## src/rtl/pc_unit.sv

```systemverilog
// pc_unit: IF-stage program counter with reset/trap vectors, stall hold,
// prioritised redirects (trap > mret > branch), exception-PC capture and a
// RUN/HALTED state machine for ebreak-style halts.
module pc_unit #(
  parameter int unsigned          XLEN         = 32,
  parameter logic [XLEN-1:0]      RESET_VECTOR = 32'h0000_0000,
  parameter logic [XLEN-1:0]      TRAP_VECTOR  = 32'h0000_0100,
  parameter int unsigned          INC          = 4
) (
  input  logic            clk,
  input  logic            rst,
  input  logic            stall,
  input  logic            br_taken,
  input  logic [XLEN-1:0] br_target,
  input  logic            trap,
  input  logic [XLEN-1:0] trap_pc,
  input  logic            mret,
  input  logic            halt,
  input  logic            resume,
  output logic [XLEN-1:0] pc_out,
  output logic            pc_valid,
  output logic            flush,
  output logic [XLEN-1:0] epc,
  output logic            halted,
  output logic            misalign
);

  typedef enum logic [0:0] {
    RUN    = 1'b0,
    HALTED = 1'b1
  } state_t;

  // Clear the two low address bits so every fetch address is word aligned.
  function automatic logic [XLEN-1:0] word_align(input logic [XLEN-1:0] addr);
    word_align = {addr[XLEN-1:2], 2'b00};
  endfunction

  state_t            state_r, state_s;
  logic [XLEN-1:0]   pc_r, pc_s;
  logic [XLEN-1:0]   epc_r, epc_s;
  logic              misalign_r, misalign_s;
  logic              br_win_s;

  // Next-state, next-PC and flush resolution in priority order.
  always_comb begin
    state_s    = state_r;
    pc_s       = pc_r;
    epc_s      = epc_r;
    misalign_s = 1'b0;
    br_win_s   = 1'b0;

    if (trap) begin
      pc_s    = TRAP_VECTOR;
      epc_s   = word_align(trap_pc);
      state_s = RUN;
    end else if (mret) begin
      pc_s    = epc_r;
      state_s = RUN;
    end else begin
      case (state_r)
        RUN: begin
          if (br_taken) begin
            br_win_s   = 1'b1;
            pc_s       = word_align(br_target);
            misalign_s = (br_target[1:0] != 2'b00);
          end else if (halt) begin
            state_s = HALTED;
          end else if (stall) begin
            pc_s = pc_r;
          end else begin
            pc_s = pc_r + XLEN'(INC);
          end
        end
        HALTED: begin
          // A branch resolved while halted is dropped; only resume restarts fetch.
          if (resume) begin
            state_s = RUN;
          end else begin
            state_s = HALTED;
          end
        end
        default: begin
          state_s = RUN;
        end
      endcase
    end

    flush = (trap | mret | br_win_s) & ~rst;
  end

  // State registers with synchronous reset overriding every other event.
  always_ff @(posedge clk) begin
    if (rst) begin
      state_r    <= RUN;
      pc_r       <= RESET_VECTOR;
      epc_r      <= {XLEN{1'b0}};
      misalign_r <= 1'b0;
    end else begin
      state_r    <= state_s;
      pc_r       <= pc_s;
      epc_r      <= epc_s;
      misalign_r <= misalign_s;
    end
  end

  assign pc_out   = pc_r;
  assign epc      = epc_r;
  assign halted   = (state_r == HALTED);
  assign misalign = misalign_r;
  assign pc_valid = (state_r == RUN) & ~stall;

endmodule

```

## config.mk

```make
export PLATFORM = sky130hd
export DESIGN_NAME = pc_unit
export DESIGN_NICKNAME = d
export VERILOG_FILES = /design/src/rtl/pc_unit.sv
export SDC_FILE = /design/constraint.sdc
export NUM_CORES = 1
export LEC_CHECK = 0
export ABC_AREA = 1
export BUFFER_PORTS_ARGS = -buffer_cell sky130_fd_sc_hd__buf_2
export CAP_MARGIN = 40
export CORE_MARGIN = 10
export CORE_UTILIZATION = 50
export CTS_BUF_LIST = sky130_fd_sc_hd__clkbuf_16
export CTS_CLUSTER_DIAMETER = 120
export DETAILED_ROUTE_END_ITERATION = 10
export PLACE_DENSITY = 0.81
export SLEW_MARGIN = 20
export SYNTH_ARGS = -nofsm -noshare
export SYNTH_HDL_FRONTEND = slang
export SYNTH_SLANG_ARGS = --single-unit
```

## constraint.sdc

```tcl
create_clock -name clk -period 4.9 [get_ports clk]
set_clock_uncertainty 0.15 [all_clocks]
set_input_delay 0.49 -clock clk [delete_from_list [all_inputs] [get_ports clk]]
set_output_delay 0.49 -clock clk [all_outputs]
set_load 0.03 [all_outputs]
```

Word-level counts from Yosys, hierarchy flattened
Index checks and enable logic that the tools add are counted.
W data, S select, Z words.
{"block": "word_totals", "ff_bits": 64, "word_cells": 40, "input_bits": 72}
{"block": "classes", "bitwise": 8, "reduce_logical": 6, "n_addsub": 1, "n_mux": 14, "n_eq_ne": 6}
{"op": "$mux W32", "count": 5}
{"op": "$add A32 B3 Y32 const B", "count": 1}
{"op": "$mux W9", "count": 1}
{"op": "$mux W1", "count": 7}
{"op": "$ne A3 B3 Y1 const B", "count": 2}
{"op": "$reduce_and A3 Y1", "count": 2}
{"op": "$reduce_or A5 Y1", "count": 1}
{"op": "$ne A4 B1 Y1 const B", "count": 1}
{"op": "$ne A4 B4 Y1 const B", "count": 1}
{"op": "$not A1 Y1", "count": 4}
{"op": "$ne A3 B1 Y1 const B", "count": 1}
{"op": "$reduce_or A3 Y1", "count": 1}
{"op": "$and A1 B1 Y1", "count": 2}
{"op": "$ne A2 B2 Y1 const B", "count": 1}
{"op": "$or A1 B1 Y1", "count": 2}
{"op": "$pmux W1 S2", "count": 1}
{"op": "$reduce_bool A2 Y1", "count": 1}
{"op": "$reduce_or A2 Y1", "count": 1}

Longest topological paths before layout
Gate-level depths: netlist of run 1.
{"block": "depth", "ltp_word": 7, "ltp_mapped": 11}

Worst setup path before layout of run 1
OpenSTA, ideal clock, no wires.
{"block": "synth_path", "kind": "input to output", "from": "input port trap", "to": "output port flush", "stages": 4, "arrival_time_ps": 1422, "path_slack_ps": 2838, "path_buffers": 2, "path_cell_list": "inv_1 -> clkbuf_1 -> clkbuf_1 -> a21oi_1"}
{"block": "synth_between", "elab_chain_cells": 3, "elab_cells_between_ends": 4, "classes_between": "1 x mux; 3 x bitwise"}
{"element": "start, declared", "line": "15", "source": "input logic trap,"}
{"element": "$or A1 B1 Y1 or $mux W1 (tied branches)", "line": "88, 52"}
{"element": "$or A1 B1 Y1 (*)", "line": "88", "source": "flush = (trap | mret | br_win_s) & ~rst;"}
{"element": "$and A1 B1 Y1 (*)", "line": "88"}
{"element": "end, declared", "line": "22", "source": "output logic flush,"}
Mark *: on every way between the ends. The rest lies on a longest branch, timed or not.

Worst setup path after layout of run 1
{"block": "layout_path", "from": "input port br_taken", "to": "output port flush"}
{"block": "layout_between", "elab_chain_cells": 6}
{"element": "start, declared", "line": "13", "source": "input logic br_taken,"}
{"element": "$mux W1", "line": "62", "source": "if (br_taken) begin"}
{"element": "$mux W1", "line": "60", "source": "case (state_r)"}
{"element": "$mux W1", "line": "56", "source": "end else if (mret) begin"}
{"element": "$mux W1", "line": "52", "source": "if (trap) begin"}
{"element": "$or A1 B1 Y1", "line": "88"}
{"element": "$and A1 B1 Y1", "line": "88"}
Every way passes these cells.

==> results of run 1 <==
-- worst register-to-register path, stage by stage, from the launching register on --
cell	delay [ns]
dfxtp_1	0.41
nor2_2	0.09
nor2_4	0.16
nand2_4	0.19
inv_2	0.49
nor2_1	0.18
nand2_1	0.11
a21oi_1	0.06
-- cell type report --
cell class              instances  area share
multi-input cells             448       0.453
flip-flops and latches         64       0.279
repair buffers                137       0.150
clock buffers                   9      0.0490
inverters                      41      0.0341
well taps                      99      0.0270
clock inverters                 7     0.00708
-- power by group --
part / total, uW / internal, uW / switching, uW / leakage, uW
sequential: 580 / 551 / 29.7 / 0.000527
combinational: 255 / 81.5 / 173 / 0.00143
clock: 564 / 333 / 231 / 0.000136
total: 1400 / 965 / 434 / 0.00210
-- per-stage QoR --
step / power (uW) / std cells
2_1_floorplan: 756 / 583
3_3_place_gp: 837 / 788
3_5_place_dp: 844 / 789
4_1_cts: 1400 / 805
5_1_grt: 1460 / 805
6_report: 1400 / 805
-- Yosys cell counts --
cell       number
nand2_1       139
nor2_1        103
a21oi_1        65
dfxtp_1        64
o21ai_0        59
inv_1          38
nand3_1        34
clkbuf_1       20
nor2_4          7
nor2_2          6
xnor2_1         6
buf_2           5
o21bai_1        5
a31oi_1         4
buf_4           4
o211ai_1        4
nand2_4         3
a2111oi_0       1
a211oi_1        1
a21oi_2         1
and2_1          1
buf_6           1
clkinv_1        1
conb_1          1
ha_1            1
inv_2           1
inv_4           1
nand2_2         1
nand3b_1        1
nor3_1          1
nor4_1          1
o21ai_1         1
or2_2           1
-- flip-flops by register name, indices dropped and copies added, names as in the netlist --
| name | count |
|---|---|
| pc_out | 32 |
| halted | 1 |
| misalign | 1 |
| epc | 30 |
-- per-layer routing --
| metal | vias to the layer above | GRT usage | wire length (um) |
|---|---|---|---|
| li1 | 2121 | - | - |
| met1 | 1929 | 0.255 | 5220 |
| met2 | 160 | 0.360 | 5810 |
| met3 | 14 | 0.0713 | 1160 |
| met4 | 0 | 0.0658 | 164 |
| met5 | - | 0 | 0 |
-- worst max-delay path by stage --
stage	to	slack [ns]	depth (start not counted)
floorplan	flush	2.84	4
global placement	pc_out[29]	2.17	9
detailed placement	pc_out[31]	2.12	9
CTS	flush	2.37	6
global route	pc_out[31]	2.23	9
finish	flush	2.36	6
-- cell families after synthesis --
family	after synthesis	synth area share
xor+xnor	6	0.0144
simple gates	298	0.346
buf+inv	71	0.0814
other cells	1	0.00103
flops	64	0.350
fa+ha+maj	1	0.00342
compound gates	141	0.203
==> results.cfg, run 1 <==
[status]
outcome = finished, final reports clean

[timing]
fin_crit_ns = 2.54
setup_tns_ns = 0
setup_viol = 0
fin_ws_ns = 2.36
hold_viol = 0
maxSlewViolCount = 0
holdWs_ns = 0.217
fin_crit_sh = 0.518
tightestPinTransition_ns = 0.803
fmax_ghz = 0.394
rsz0062_at_grt = false
slew_headroom = 0.465

[worst_setup_path]
arrival_ns = 1.90
r2r_slack_ns = 2.93
critPathMaxStageDelay_ns = 0.44
required_ns = 4.26
startpoint_type = primary input
cp_cell_sequence = buf_2 -> inv_4 -> nor2_2 -> nor2_4 -> a21oi_1 -> buf_2
setup.worst_path.start = br_taken
criticalPathCategory = primary input to output pin
r2r_end = pc_out[29]
cpMaxStageDelayCell = buf_2
path_delay_family = buffers and inverters
rr_worst_depth = 7
cp_common_cell = buf_2
crit_buf_inv = 3
r2r_start = halted
worstPathMaxFanout = 37
end_kind = output pin

[synth]
yosys.area.top_type = dfxtp_1
yosysSeqAreaShare = 0.350
synth_cell_types = 33
synthTopCellsByArea = dfxtp_1 (35%), nand2_1 (14%), nor2_1 (11%)
mappedNetlistArea_um2 = 3660
ys.warnings.count = 0
ys_ff_latch = 64
synth_cells = 582
synth.avg_cell_area_um2 = 6.28
synth_top_area_share = 0.350

[clock_tree]
cts_tree = built
clk_path_buf_depth = 2
clock-sinks = 64
root_buffer = clkbuf_16
worstSkewPairLatency_ns = 0.32
cts_made_buffers = 9
hold_buffers = 0
clk_pin_slew_ns = 0.05
htreeDepth = 3
post_cts_resize_count = 0
postCtsSetupBuffers = 0

[drt]
wl_per_cell_um = 15.3
via_count = 4224
drtIter0Drc = 286
via_per_inst = 5.25
drt-total-wl_mm = 12.4
dr.pass1.iters = 5
ant_nets = 0
drc_errors = 0

[pwr]
peakVddDrop_mv = 0.277
power.leakage_uw = 0.00210
p_per_area_nw_per_um2 = 305

[layout]
drive_gt1_frac = 0.241
multi_input_area_um2 = 2080
final_cell_mix = nand2_1 (139), buf_2 (135), nor2_1 (103), a21oi_1 (65), dfxtp_1 (64)
fin_nets = 774
fillCellCount = 684
antennaDiodeCount = 0
fin_util = 0.640
seqCellArea_um2 = 1280
layout_commonest_cell = nand2_1
syn_to_final_growth_pct = 25.6
design_area_um2 = 4590

[floorplan]
start_util = 0.510
rows = 31
core_um2 = 7180
dieArea_um2 = 11100
die_w_um = 106
die_y_um = 106
ios = 140

[global_routing]
grt_max_degree = 43
gr-usage-all-layers = 0.215
grt_antenna_before_repair = 0
grt.overflow.total = 0
grt_pass1_wl_mm = 20.0
grt_pass1_vias = 4171

[flow_run]
cap_violations = 0

[worst_hold_path]
whs_path_depth = 2
hold_path_end = halted
worstHoldStart = resume
hold_class = primary input to flop

[placement]
dp_hpwl_mm = 9.21
pre_cts_slack_ns = 2.12
placed_cell_area_um2 = 4330
gp_congestion = 0.943
port_buffers = 135
Power figures use the tool's default switching activity.
==> inputs of run 2 (changes only) <==
- CORE_UTILIZATION: 50 -> 45
- PLACE_DENSITY: 0.81 -> 0.77
- clock period: 4.9 -> 2.3 ns (I/O delays scaled with it)
==> run 2 against run 1 <==
Net effect:
- non-clock buffer count increased by 28
- via count increased by 2.4%
- largest power group is now the clock network
- die area increased by 9.0%
- combinational power increased by 130%
- critical path type is now flop to flop
- global-route usage about the same
- clock-buffer cell count unchanged
==> results.cfg, run 2 (synthesis gave the netlist of run 1 again) <==
[placement]
gp_congestion = 0.926
port_buffers = 135
placed_cell_area_um2 = 4380
dp_hpwl_mm = 9.52

[pwr]
switchingPower_uw = 953
comb_power_share = 0.178
p_per_area_nw_per_um2 = 665
clockPowerShare = 0.444
swShare = 0.292
peakVddDrop_mv = 0.413
p_int_uw = 2320
power.leakage_uw = 0.00223
power.share.sequential = 0.378
total_power_uw = 3270

[layout]
design_area_um2 = 4920
drive_gt1_frac = 0.241
largest_reg_flops = 32
layout_commonest_cell = nand2_1
syn_to_final_growth_pct = 34.4
antennaDiodeCount = 0
fin_nets = 802
final_cell_mix = nand2_1 (139), buf_2 (135), nor2_1 (103), a21oi_1 (65), dfxtp_1 (64)

[timing]
fmax_ghz = 0.510
hold_viol = 0
fin_crit_sh = 0.852
slew_headroom = 0.480
fin_crit_ns = 1.96
holdWs_ns = 0.00205
tightestPinTransition_ns = 0.778
maxSlewViolCount = 0
setup_tns_ns = 0
setup_viol = 0
rsz0062_at_grt = false

[worst_hold_path]
whs_path_depth = 3
hold_class = primary input to flop

[clock_tree]
cts_tree = built
clk_path_buf_depth = 2
post_cts_resize_count = 0
htreeDepth = 3
root_buffer = clkbuf_16
clk_pin_slew_ns = 0.06
clock-sinks = 64
cts_made_buffers = 9
worstSkewPairLatency_ns = 0.33

[global_routing]
grt_max_degree = 41
grt_pass1_wl_mm = 20.9
gr-usage-all-layers = 0.215
grt.overflow.total = 0
grt_pass1_vias = 4249
grt_antenna_before_repair = 0

[drt]
via_per_inst = 5.18
via_count = 4325
drc_errors = 0
drtIter0Drc = 225
ant_nets = 0
drt-total-wl_mm = 13.0
dr.pass1.iters = 5
wl_per_cell_um = 15.5

[worst_setup_path]
required_ns = 2.36
startpoint_type = flop
worstPathMaxFanout = 32
arrival_ns = 2.02
criticalPathCategory = flop to flop
rr_worst_depth = 7
end_kind = flop

[floorplan]
ios = 140
rows = 32
die_y_um = 110
start_util = 0.468
dieArea_um2 = 12100
die_w_um = 110
core_um2 = 7810

[flow_run]
cap_violations = 0

[status]
outcome = finished, final reports clean
==> run 2: changes by cell type in the layout (fill, tap and decap cells not counted) <==
cell	before	now
bufinv_16	0	2
clkinv_2	2	1
inv_1	41	38
clkinv_4	0	1
buf_4	2	7
dlygate4sd3_1	0	23
==> run 2: per-layer routing <==
layer	share of wire	global-route usage	up-vias
li1	-	-	2182
met1	0.42	0.267	1963
met2	0.47	0.345	159
met3	0.093	0.0638	21
met4	0.018	0.0771	0
met5	0	0	-
==> run 2: power by group through the flow <==
stage / Clock, uW / Sequential [uW] / Combinational [uW]
6_report: 1450 / 1240 / 582
5_1_grt: 1510 / 1250 / 643
4_1_cts: 1460 / 1230 / 582
3_5_place_dp: 0 / 1260 / 549
3_3_place_gp: 0 / 1260 / 540
2_1_floorplan: 0 / 1370 / 241
==> run 2: path summary, 6_finish.rpt <==
kind / endpoint / start / slack [ns]
worst max register to register: pc_out[14] / halted / 0.34
worst max-delay path: pc_out[14] / halted / 0.34
worst min-delay path: epc[18] / trap_pc[18] / 0.002
worst min register to register: pc_out[1] / pc_out[1] / 0.29
==> run 2: repair_timing <==
item / 4_1_cts / 5_1_grt
hold buffers: 23 / 0
hold endpoints to repair: 23 / 0
setup endpoints to repair: 0 / 0
setup buffers: 0 / 0
==> run 2: final cells by class <==
class                           count  area (um2)
Clock buffer                        9         225
Clock inverter                      6        85.1
Fill cell                         721        2890
Inverter                           41         156
Multi-Input combinational cell    448        2080
Sequential cell                    64        1280
Tap cell                          102         128
Timing Repair Buffer              165         958
==> run 2: metrics by stage <==
step	setup WS [ns]	utilization	cells
2_1_floorplan	0.337	-	583
3_3_place_gp	0.477	0.560	797
3_5_place_dp	0.397	0.560	797
4_1_cts	0.372	0.630	835
5_1_grt	0.121	0.630	835
6_report	0.339	0.630	835
==> run 2: critical path: stages (launching register included) <==
cell and delay [ns]:
dfxtp_1 0.43, nor2_2 0.09, nor2_4 0.15, nand2_4 0.19, inv_2 0.48, a21oi_1 0.09, o21ai_0 0.21, a21oi_1 0.06
